File: config.mk
export PLATFORM = sky130hd
export DESIGN_NAME = shift_rotate_pipe
export DESIGN_NICKNAME = d
export VERILOG_FILES = /design/src/rtl/shift_rotate_pipe.sv
export SDC_FILE = /design/constraint.sdc
export NUM_CORES = 1
export LEC_CHECK = 0
export BUFFER_PORTS_ARGS = -buffer_cell sky130_fd_sc_hd__buf_4
export CAP_MARGIN = 10
export CORE_UTILIZATION = 30
export DETAILED_ROUTE_END_ITERATION = 10
export GPL_TIMING_DRIVEN = 0
export PLACE_DENSITY_LB_ADDON = 0.12
export SLEW_MARGIN = 20
export SYNTH_ARGS = -nofsm -noshare
export SYNTH_HDL_FRONTEND = slang
export SYNTH_SLANG_ARGS = --single-unit
File: constraint.sdc
create_clock -name clk -period 2.9 [get_ports clk]
set_clock_uncertainty 0.05 [all_clocks]
set_input_delay 0.435 -clock clk [delete_from_list [all_inputs] [get_ports clk]]
set_output_delay 0.435 -clock clk [all_outputs]
set_load 0.01 [all_outputs]
File: src/rtl/shift_rotate_pipe.sv
// Pipelined log barrel shifter (SLL/ROL/SRL/ROR/SRA) with valid/ready on both sides.
// Optional macro SHROT_CARRY_EN adds the o_carry output and its pipeline storage.
module shift_rotate_pipe #(
    parameter int WIDTH     = 16,
    parameter bit PIPELINED = 1'b1
) (
    input  logic                     clk,
    input  logic                     rst_n,
    input  logic                     in_valid,
    output logic                     in_ready,
    input  logic [2:0]               choice,
    input  logic [WIDTH-1:0]         i0,
    input  logic [$clog2(WIDTH)-1:0] shift_by,
    output logic                     out_valid,
    input  logic                     out_ready,
    output logic [WIDTH-1:0]         o,
    output logic                     o_zero
`ifdef SHROT_CARRY_EN
    ,
    output logic                     o_carry
`endif
);
    localparam int SHW = $clog2(WIDTH);

    localparam logic [2:0] OP_SLL = 3'b000;
    localparam logic [2:0] OP_ROL = 3'b001;
    localparam logic [2:0] OP_SRL = 3'b010;
    localparam logic [2:0] OP_ROR = 3'b011;
    localparam logic [2:0] OP_SRA = 3'b100;

    function automatic logic [WIDTH-1:0] shift_step(input logic [WIDTH-1:0] d,
                                                    input logic [2:0] op, input int amt);
        case (op)
            OP_SLL:  shift_step = d << amt;
            OP_ROL:  shift_step = (d << amt) | (d >> (WIDTH - amt));
            OP_SRL:  shift_step = d >> amt;
            OP_ROR:  shift_step = (d >> amt) | (d << (WIDTH - amt));
            OP_SRA:  shift_step = $signed(d) >>> amt;
            default: shift_step = d;
        endcase
    endfunction

`ifdef SHROT_CARRY_EN
    // Last bit out depends only on the original operand and the full amount.
    function automatic logic carry_of(input logic [WIDTH-1:0] d, input logic [2:0] op,
                                      input logic [SHW-1:0] sh);
        carry_of = 1'b0;
        if (sh != '0) begin
            case (op)
                OP_SLL, OP_ROL:         carry_of = d[~sh + SHW'(1)];
                OP_SRL, OP_SRA, OP_ROR: carry_of = d[sh - SHW'(1)];
                default:                carry_of = 1'b0;
            endcase
        end
    endfunction
`endif

    logic adv;
    logic out_valid_q, o_zero_q, o_zero_d;
    logic [WIDTH-1:0] o_q, o_d;

    // A stall freezes the whole pipe; bubbles advance like operations.
    assign adv      = !(out_valid_q && !out_ready);
    assign in_ready = adv;

    genvar k;
    for (k = 0; k < SHW; k++) begin : g_stg
        logic [WIDTH-1:0] d_in, d_res;
        logic [2:0]       op_in;
        logic [SHW-1:k]   sh_in;
        logic             v_in;
`ifdef SHROT_CARRY_EN
        logic             cy_in;
`endif
        if (k == 0) begin : g_src
            assign d_in  = i0;
            assign op_in = choice;
            assign sh_in = shift_by;
            assign v_in  = in_valid && in_ready;
`ifdef SHROT_CARRY_EN
            assign cy_in = carry_of(i0, choice, shift_by);
`endif
        end else if (PIPELINED) begin : g_reg
            always_ff @(posedge clk) begin
                if (!rst_n) begin
                    d_in  <= '0;
                    op_in <= '0;
                    sh_in <= '0;
                    v_in  <= 1'b0;
`ifdef SHROT_CARRY_EN
                    cy_in <= 1'b0;
`endif
                end else if (adv) begin
                    d_in  <= g_stg[k-1].d_res;
                    op_in <= g_stg[k-1].op_in;
                    sh_in <= g_stg[k-1].sh_in[SHW-1:k];
                    v_in  <= g_stg[k-1].v_in;
`ifdef SHROT_CARRY_EN
                    cy_in <= g_stg[k-1].cy_in;
`endif
                end
            end
        end else begin : g_comb
            assign d_in  = g_stg[k-1].d_res;
            assign op_in = g_stg[k-1].op_in;
            assign sh_in = g_stg[k-1].sh_in[SHW-1:k];
            assign v_in  = g_stg[k-1].v_in;
`ifdef SHROT_CARRY_EN
            assign cy_in = g_stg[k-1].cy_in;
`endif
        end

        assign d_res = sh_in[k] ? shift_step(d_in, op_in, 2**k) : d_in;
    end

    // Bubbles load zeros so an idle output reads o=0, o_zero=0.
    assign o_d      = g_stg[SHW-1].v_in ? g_stg[SHW-1].d_res : '0;
    assign o_zero_d = g_stg[SHW-1].v_in && (g_stg[SHW-1].d_res == '0);

    always_ff @(posedge clk) begin
        if (!rst_n) begin
            out_valid_q <= 1'b0;
            o_q         <= '0;
            o_zero_q    <= 1'b0;
        end else if (adv) begin
            out_valid_q <= g_stg[SHW-1].v_in;
            o_q         <= o_d;
            o_zero_q    <= o_zero_d;
        end
    end

`ifdef SHROT_CARRY_EN
    logic o_carry_q;
    always_ff @(posedge clk) begin
        if (!rst_n)   o_carry_q <= 1'b0;
        else if (adv) o_carry_q <= g_stg[SHW-1].v_in && g_stg[SHW-1].cy_in;
    end
    assign o_carry = o_carry_q;
`endif

    assign out_valid = out_valid_q;
    assign o         = o_q;
    assign o_zero    = o_zero_q;
endmodule

==> results.cfg, run 1 <==
[synth]
syn-cell-area_um2 = 4850
synth_top_area_cell = dfxtp_1
synthTopCellsByArea = dfxtp_1 (35%), a21boi_0 (9.4%), nand2_1 (8.4%), mux2_2 (4.9%), o21ai_0 (4.5%)
avgSynthCellArea_um2 = 7.69
synth-edff-count = 0
synth_warnings = 0
ys_seq_area_share_pct = 34.6
syn-num-nets = 658
synthCells = 631
ys_ff_latch = 84
async_reset_ff_share_pct = 0
synth_ff_type = dfxtp_1
synth_cell_types = 40
yosys.area.top_type_share_pct = 34.6

[floorplan]
die-area_um2 = 16700
die_h_um = 129
fp-row-count = 46
start_util_pct = 30.7
coreArea_um2 = 15800
die_w_um = 129
io_pins = 46

[final_layout]
antenna_cells = 0
final_nets = 712
drive_gt1_share_pct = 13.5
synthToLayoutAreaGrowth_pct = 18.5

[clocking]
cts_buffer_depth = 2
path_clk_slew_ns = 0.06
clk_latency_ns = 0.35
cts_buffers = 9
hold_buffers = 0
cts_tree = done
cts.repair_timing.setup_buffer_count = 0
cts.repair.resized = 0
clockRootBuffer = clkbuf_16
ctsHtreeMaxLevel = 3
clkSinkCount = 84

[drt]
wl_um = 15700
via_count = 4911
drtIter0Drc = 285
via_per_inst = 5.42
drtAntennaViolNets = 0
firstDrtPassIters = 5
drc_errors = 0
wl_per_cell_um = 17.3

[placed_design]
gp_congestion = 0.867
dp_hpwl_um = 11800
portBuffers = 43

[global_routing]
grt_first_pass_wirelength_um = 25100
grtUsageTotal_pct = 19.7
grt_overflow = 0
grt_max_degree = 15
first_global_vias = 4556
antenna_found_initial = 0

[worst_setup_path]
crit_type = flip-flop to output port
path_common_cell = clkbuf_1
startpoint = out_valid$_SDFFE_PN0N_
worst-path-buf-inv = 4
cp_slowest_stage_delay_ns = 0.50
crit_path_cell_trace = nor2b_1 -> inv_1 -> clkbuf_1 -> clkbuf_1 -> buf_4
cp_max_fo = 10
crit_arrival_ns = 2.08
cp-start-kind = flip-flop
r2r-start = out_valid$_SDFFE_PN0N_
cpMaxStageDelayCell = clkbuf_1
required_ns = 2.41
cp-end-kind = output port
cpLargestDelayFamily = buffers and inverters

[sta]
max_freq_mhz = 390
final_max_slew_viol_count = 0
worst_slew_pin_slew_ns = 0.615
setup_viol = 0
slew_headroom_pct = 59.0
hold_viol_final = 0
fin_crit_ns = 2.56
finalSetupTns_ns = 0
rsz0062_at_grt = no
period_share_pct = 88.3

[run_status]
status = finished, final reports clean

[power_and_ir_drop]
p_total_w = 0.00293
power_leakage_nw = 2.03
vdd_drop_max_v = 0.000281
power_density_nw_per_um2 = 509

[job]
max_cap_violations = 0

[hold_path]
hold_path.class = input port to flip-flop
hp-start = in_valid
## metal layers
layer / GRT usage [%] / part of all wire, %
met5: 0 / 0
met4: 6.99 / 2.4
met3: 4.34 / 5.1
met2: 33.5 / 48
met1: 24.3 / 44
## final cells by class
| type | instances | area, um^2 |
|---|---|---|
| Timing Repair Buffer | 43 | 323 |
| Inverter | 2 | 7.51 |
| Tap cell | 216 | 270 |
| Buffer | 60 | 243 |
| Sequential cell | 84 | 1680 |
| Clock buffer | 10 | 239 |
| Clock inverter | 6 | 63.8 |
| Multi-Input combinational cell | 485 | 2920 |
| Fill cell | 1671 | 10100 |
## worst paths after layout
check	endpoint	slack [ns]	cells past startpoint
worst max-delay path	in_ready	0.34	5
worst min-delay path	g_stg[1].v_in$_SDFFE_PN0N_	0.30	3
worst max register to register	g_stg[1].d_in[12]$_SDFFE_PN0N_	0.79	6
worst min register to register	g_stg[3].v_in$_SDFFE_PN0N_	0.42	2
## worst register-to-register path, delay by kind of cell, from the launching register on
| kind | cells | cell delay, ns |
|---|---|---|
| DFF | 1 | 0.33 |
| and+or+nand+nor | 2 | 0.26 |
| buffers and inverters | 3 | 1.17 |
| AOI/OAI and AO/OA | 1 | 0.20 |
## stage by stage
stage	cells	area (um^2)	setup slack (ns)	hold slack [ns]	util, %
2_1_floorplan	631	4850	1.13	0.391	-
3_3_place_gp	890	5450	0.573	0.402	34.4
4_1_cts	906	5750	0.315	0.295	36.3
6_report	906	5750	0.338	0.304	36.3
5_1_grt	906	5750	0.166	0.307	36.3
3_5_place_dp	890	5450	0.540	0.409	34.4
## synth_stat cells, types with 4 or more instances
cell	n
nand3_1	9
buf_1	5
a21boi_0	61
a211o_1	14
o211ai_1	27
a211oi_1	4
nor2b_1	7
a22oi_1	10
dfxtp_1	84
clkbuf_1	46
a21oi_1	22
a21o_1	6
o311ai_0	5
nand2_1	108
o21ai_0	44
o221ai_1	4
nand2b_1	9
o22ai_1	35
o21a_1	8
buf_2	8
mux2_2	21
nor2_1	38
and2_1	22
o31ai_1	10
## kinds of logic (layout without fill, tap and decap cells)
family | after synthesis | in the layout | synth area share [%]
AND/OR/NAND/NOR | 208 | 208 | 19.3
multiplexers | 21 | 21 | 4.87
flip-flops | 84 | 84 | 34.6
AO/OA/AOI/OAI | 256 | 256 | 36.1
buffers and inverters | 62 | 121 | 5.15
## flip-flops by register name (all words and copies together), names as in the netlist
register,flops
g_stg.d_in,48
o,16
g_stg.op_in,9
g_stg.sh_in,6
g_stg.v_in,3
o_zero,1
out_valid,1
## power by group
group	switching (W)	internal [W]	total, W
Combinational	0.000232	0.000199	0.000431
Sequential	0.0000938	0.00122	0.00131
Clock	0.000495	0.000689	0.00118
Total	0.000820	0.00211	0.00293
## placed cells by master, fill, tap and decap left out, types with 4 or more instances in the layout
cell type / n
nor2b_1: 7
buf_1: 5
buf_2: 8
nand3_1: 9
a21oi_1: 22
and2_1: 22
dfxtp_1: 84
o21ai_0: 44
clkbuf_1: 46
o311ai_0: 5
o221ai_1: 4
a21boi_0: 61
a22oi_1: 10
nor2_1: 38
buf_4: 43
a21o_1: 6
clkbuf_16: 9
nand2b_1: 9
o21a_1: 8
o31ai_1: 10
a211o_1: 14
mux2_2: 21
nand2_1: 108
o211ai_1: 27
o22ai_1: 35
a211oi_1: 4
Note: power is estimated with default switching activity, not from simulation.
==> inputs of run 2 (changes only) <==
==> constraint.sdc (replaced) <==
create_clock -name clk -period 2.9 [get_ports clk]
set_clock_uncertainty 0.05 [all_clocks]
set_input_delay 0.87 -clock clk [delete_from_list [all_inputs] [get_ports clk]]
set_output_delay 0.87 -clock clk [all_outputs]
set_load 0.01 [all_outputs]
==> run 2 against run 1 <==
  * Wire length decreased by 0.15%
  * Utilization about the same
  * Combinational power about the same
  * Total power about the same
  * Critical path depth unchanged
==> results.cfg, run 2 (same netlist as run 1, synthesis figures left out) <==
[drt]
wl_per_cell_um = 17.3
wl_um = 15700
drtIter0Drc = 306
via_count = 4876
drc_errors = 0
firstDrtPassIters = 6
drtAntennaViolNets = 0
via_per_inst = 5.39

[power_and_ir_drop]
power_density_nw_per_um2 = 510
p_total_w = 0.00293
vdd_drop_max_v = 0.000281
power_leakage_nw = 2.03

[clocking]
clkSinkCount = 84
cts_buffers = 9
clockRootBuffer = clkbuf_16
cts.repair_timing.setup_buffer_count = 0
hold_buffers = 0
ctsHtreeMaxLevel = 3
cts_buffer_depth = 2
cts_tree = done
clk_latency_ns = 0.35
path_clk_slew_ns = 0.06

[global_routing]
grtUsageTotal_pct = 19.7
antenna_found_initial = 0
grt_first_pass_wirelength_um = 25100
grt_max_degree = 15
first_global_vias = 4558
grt_overflow = 0

[final_layout]
layout_commonest_cell = nand2_1
top_register = g_stg.d_in
final_nets = 711
synthToLayoutAreaGrowth_pct = 18.4
largest_reg_flops = 48
final_cell_mix = nand2_1 (108), dfxtp_1 (84), a21boi_0 (61)
drive_gt1_share_pct = 13.8
antenna_cells = 0
fin_util_pct = 36.3

[floorplan]
die-area_um2 = 16700
die_h_um = 129
start_util_pct = 30.7
coreArea_um2 = 15800
die_w_um = 129
fp-row-count = 46
io_pins = 46

[worst_setup_path]
cp-start-kind = input port
cp_slowest_stage_delay_ns = 0.26
cp-end-kind = output port
cp_max_fo = 14
path_common_cell = buf_4
crit_arrival_ns = 1.75
crit_type = input port to output port
crit_path_cell_trace = buf_4 -> nor2b_1 -> inv_2 -> clkbuf_2 -> buf_4
required_ns = 1.98
cpMaxStageDelayCell = clkbuf_2

[sta]
final_max_slew_viol_count = 0
setup_viol = 0
fin_crit_ns = 2.67
period_share_pct = 91.9
setup_ws_ns = 0.234
hold_viol_final = 0
max_freq_mhz = 375
worst_slew_pin_slew_ns = 0.599
holdWs_ns = 0.420
finalSetupTns_ns = 0
slew_headroom_pct = 60.0
rsz0062_at_grt = no

[placed_design]
dp_slack_ns = -0.282
portBuffers = 43
gp_congestion = 0.867
dp_hpwl_um = 11800

[hold_path]
hold_path.class = flip-flop to flip-flop

[run_status]
status = finished, final reports clean

[job]
max_cap_violations = 0
## run 2: changes by cell type in the layout (fill, tap and decap cells not counted), sizes merged
cell | before | now
clkbuf | 56 | 55
## run 2: timing repair
| action | in CTS | in global routing |
|---|---|---|
| gates cloned | 0 | 0 |
| resized for setup | 1 | 1 |
| setup endpoints to repair | 1 | 1 |
## run 2: final cells by class
cell class | count | area [um^2]
plain buffers | 59 | 240
clock buffers | 10 | 239
well taps | 216 | 270
repair buffers | 43 | 323
multi-input cells | 485 | 2920
clock inverters | 6 | 63.8
inverters | 2 | 7.51
fillers | 1670 | 10100
flip-flops and latches | 84 | 1680
## run 2: path summary, 6_finish.rpt
check                                                 from                              to  slack [ns]  cells after the start
worst max register to register      out_valid$_SDFFE_PN0N_  g_stg[1].d_in[12]$_SDFFE_PN0N_        0.75                      6
worst max-delay path                             out_ready                        in_ready        0.23                      5
worst min-delay path            g_stg[2].v_in$_SDFFE_PN0N_      g_stg[3].v_in$_SDFFE_PN0N_        0.42                      2
worst min register to register  g_stg[2].v_in$_SDFFE_PN0N_      g_stg[3].v_in$_SDFFE_PN0N_        0.42                      2
## run 2: layer usage
metal	global-route usage, %	share of wire [%]	vias to the layer above
met1	24.3	45	2283
met5	0	0	-
met4	7.06	2.4	0
li1	-	-	2398
met2	33.4	48	168
met3	4.38	4.9	27
## run 2: per-stage QoR
step / area (um^2) / instances
2_1_floorplan: 4850 / 631
3_3_place_gp: 5450 / 890
3_5_place_dp: 5450 / 890
4_1_cts: 5750 / 905
5_1_grt: 5750 / 905
6_report: 5750 / 905
## run 2: power by group
group	switching [W]	leakage (nW)	internal [W]	total (W)
Clock	0.000497	0.144	0.000689	0.00119
Sequential	0.0000936	0.691	0.00122	0.00131
Combinational	0.000231	1.20	0.000199	0.000430
## run 2: worst max-delay path, delay by kind of cell
family	cells	cell delay, ns
buf+inv	4	0.71
simple gates	1	0.15
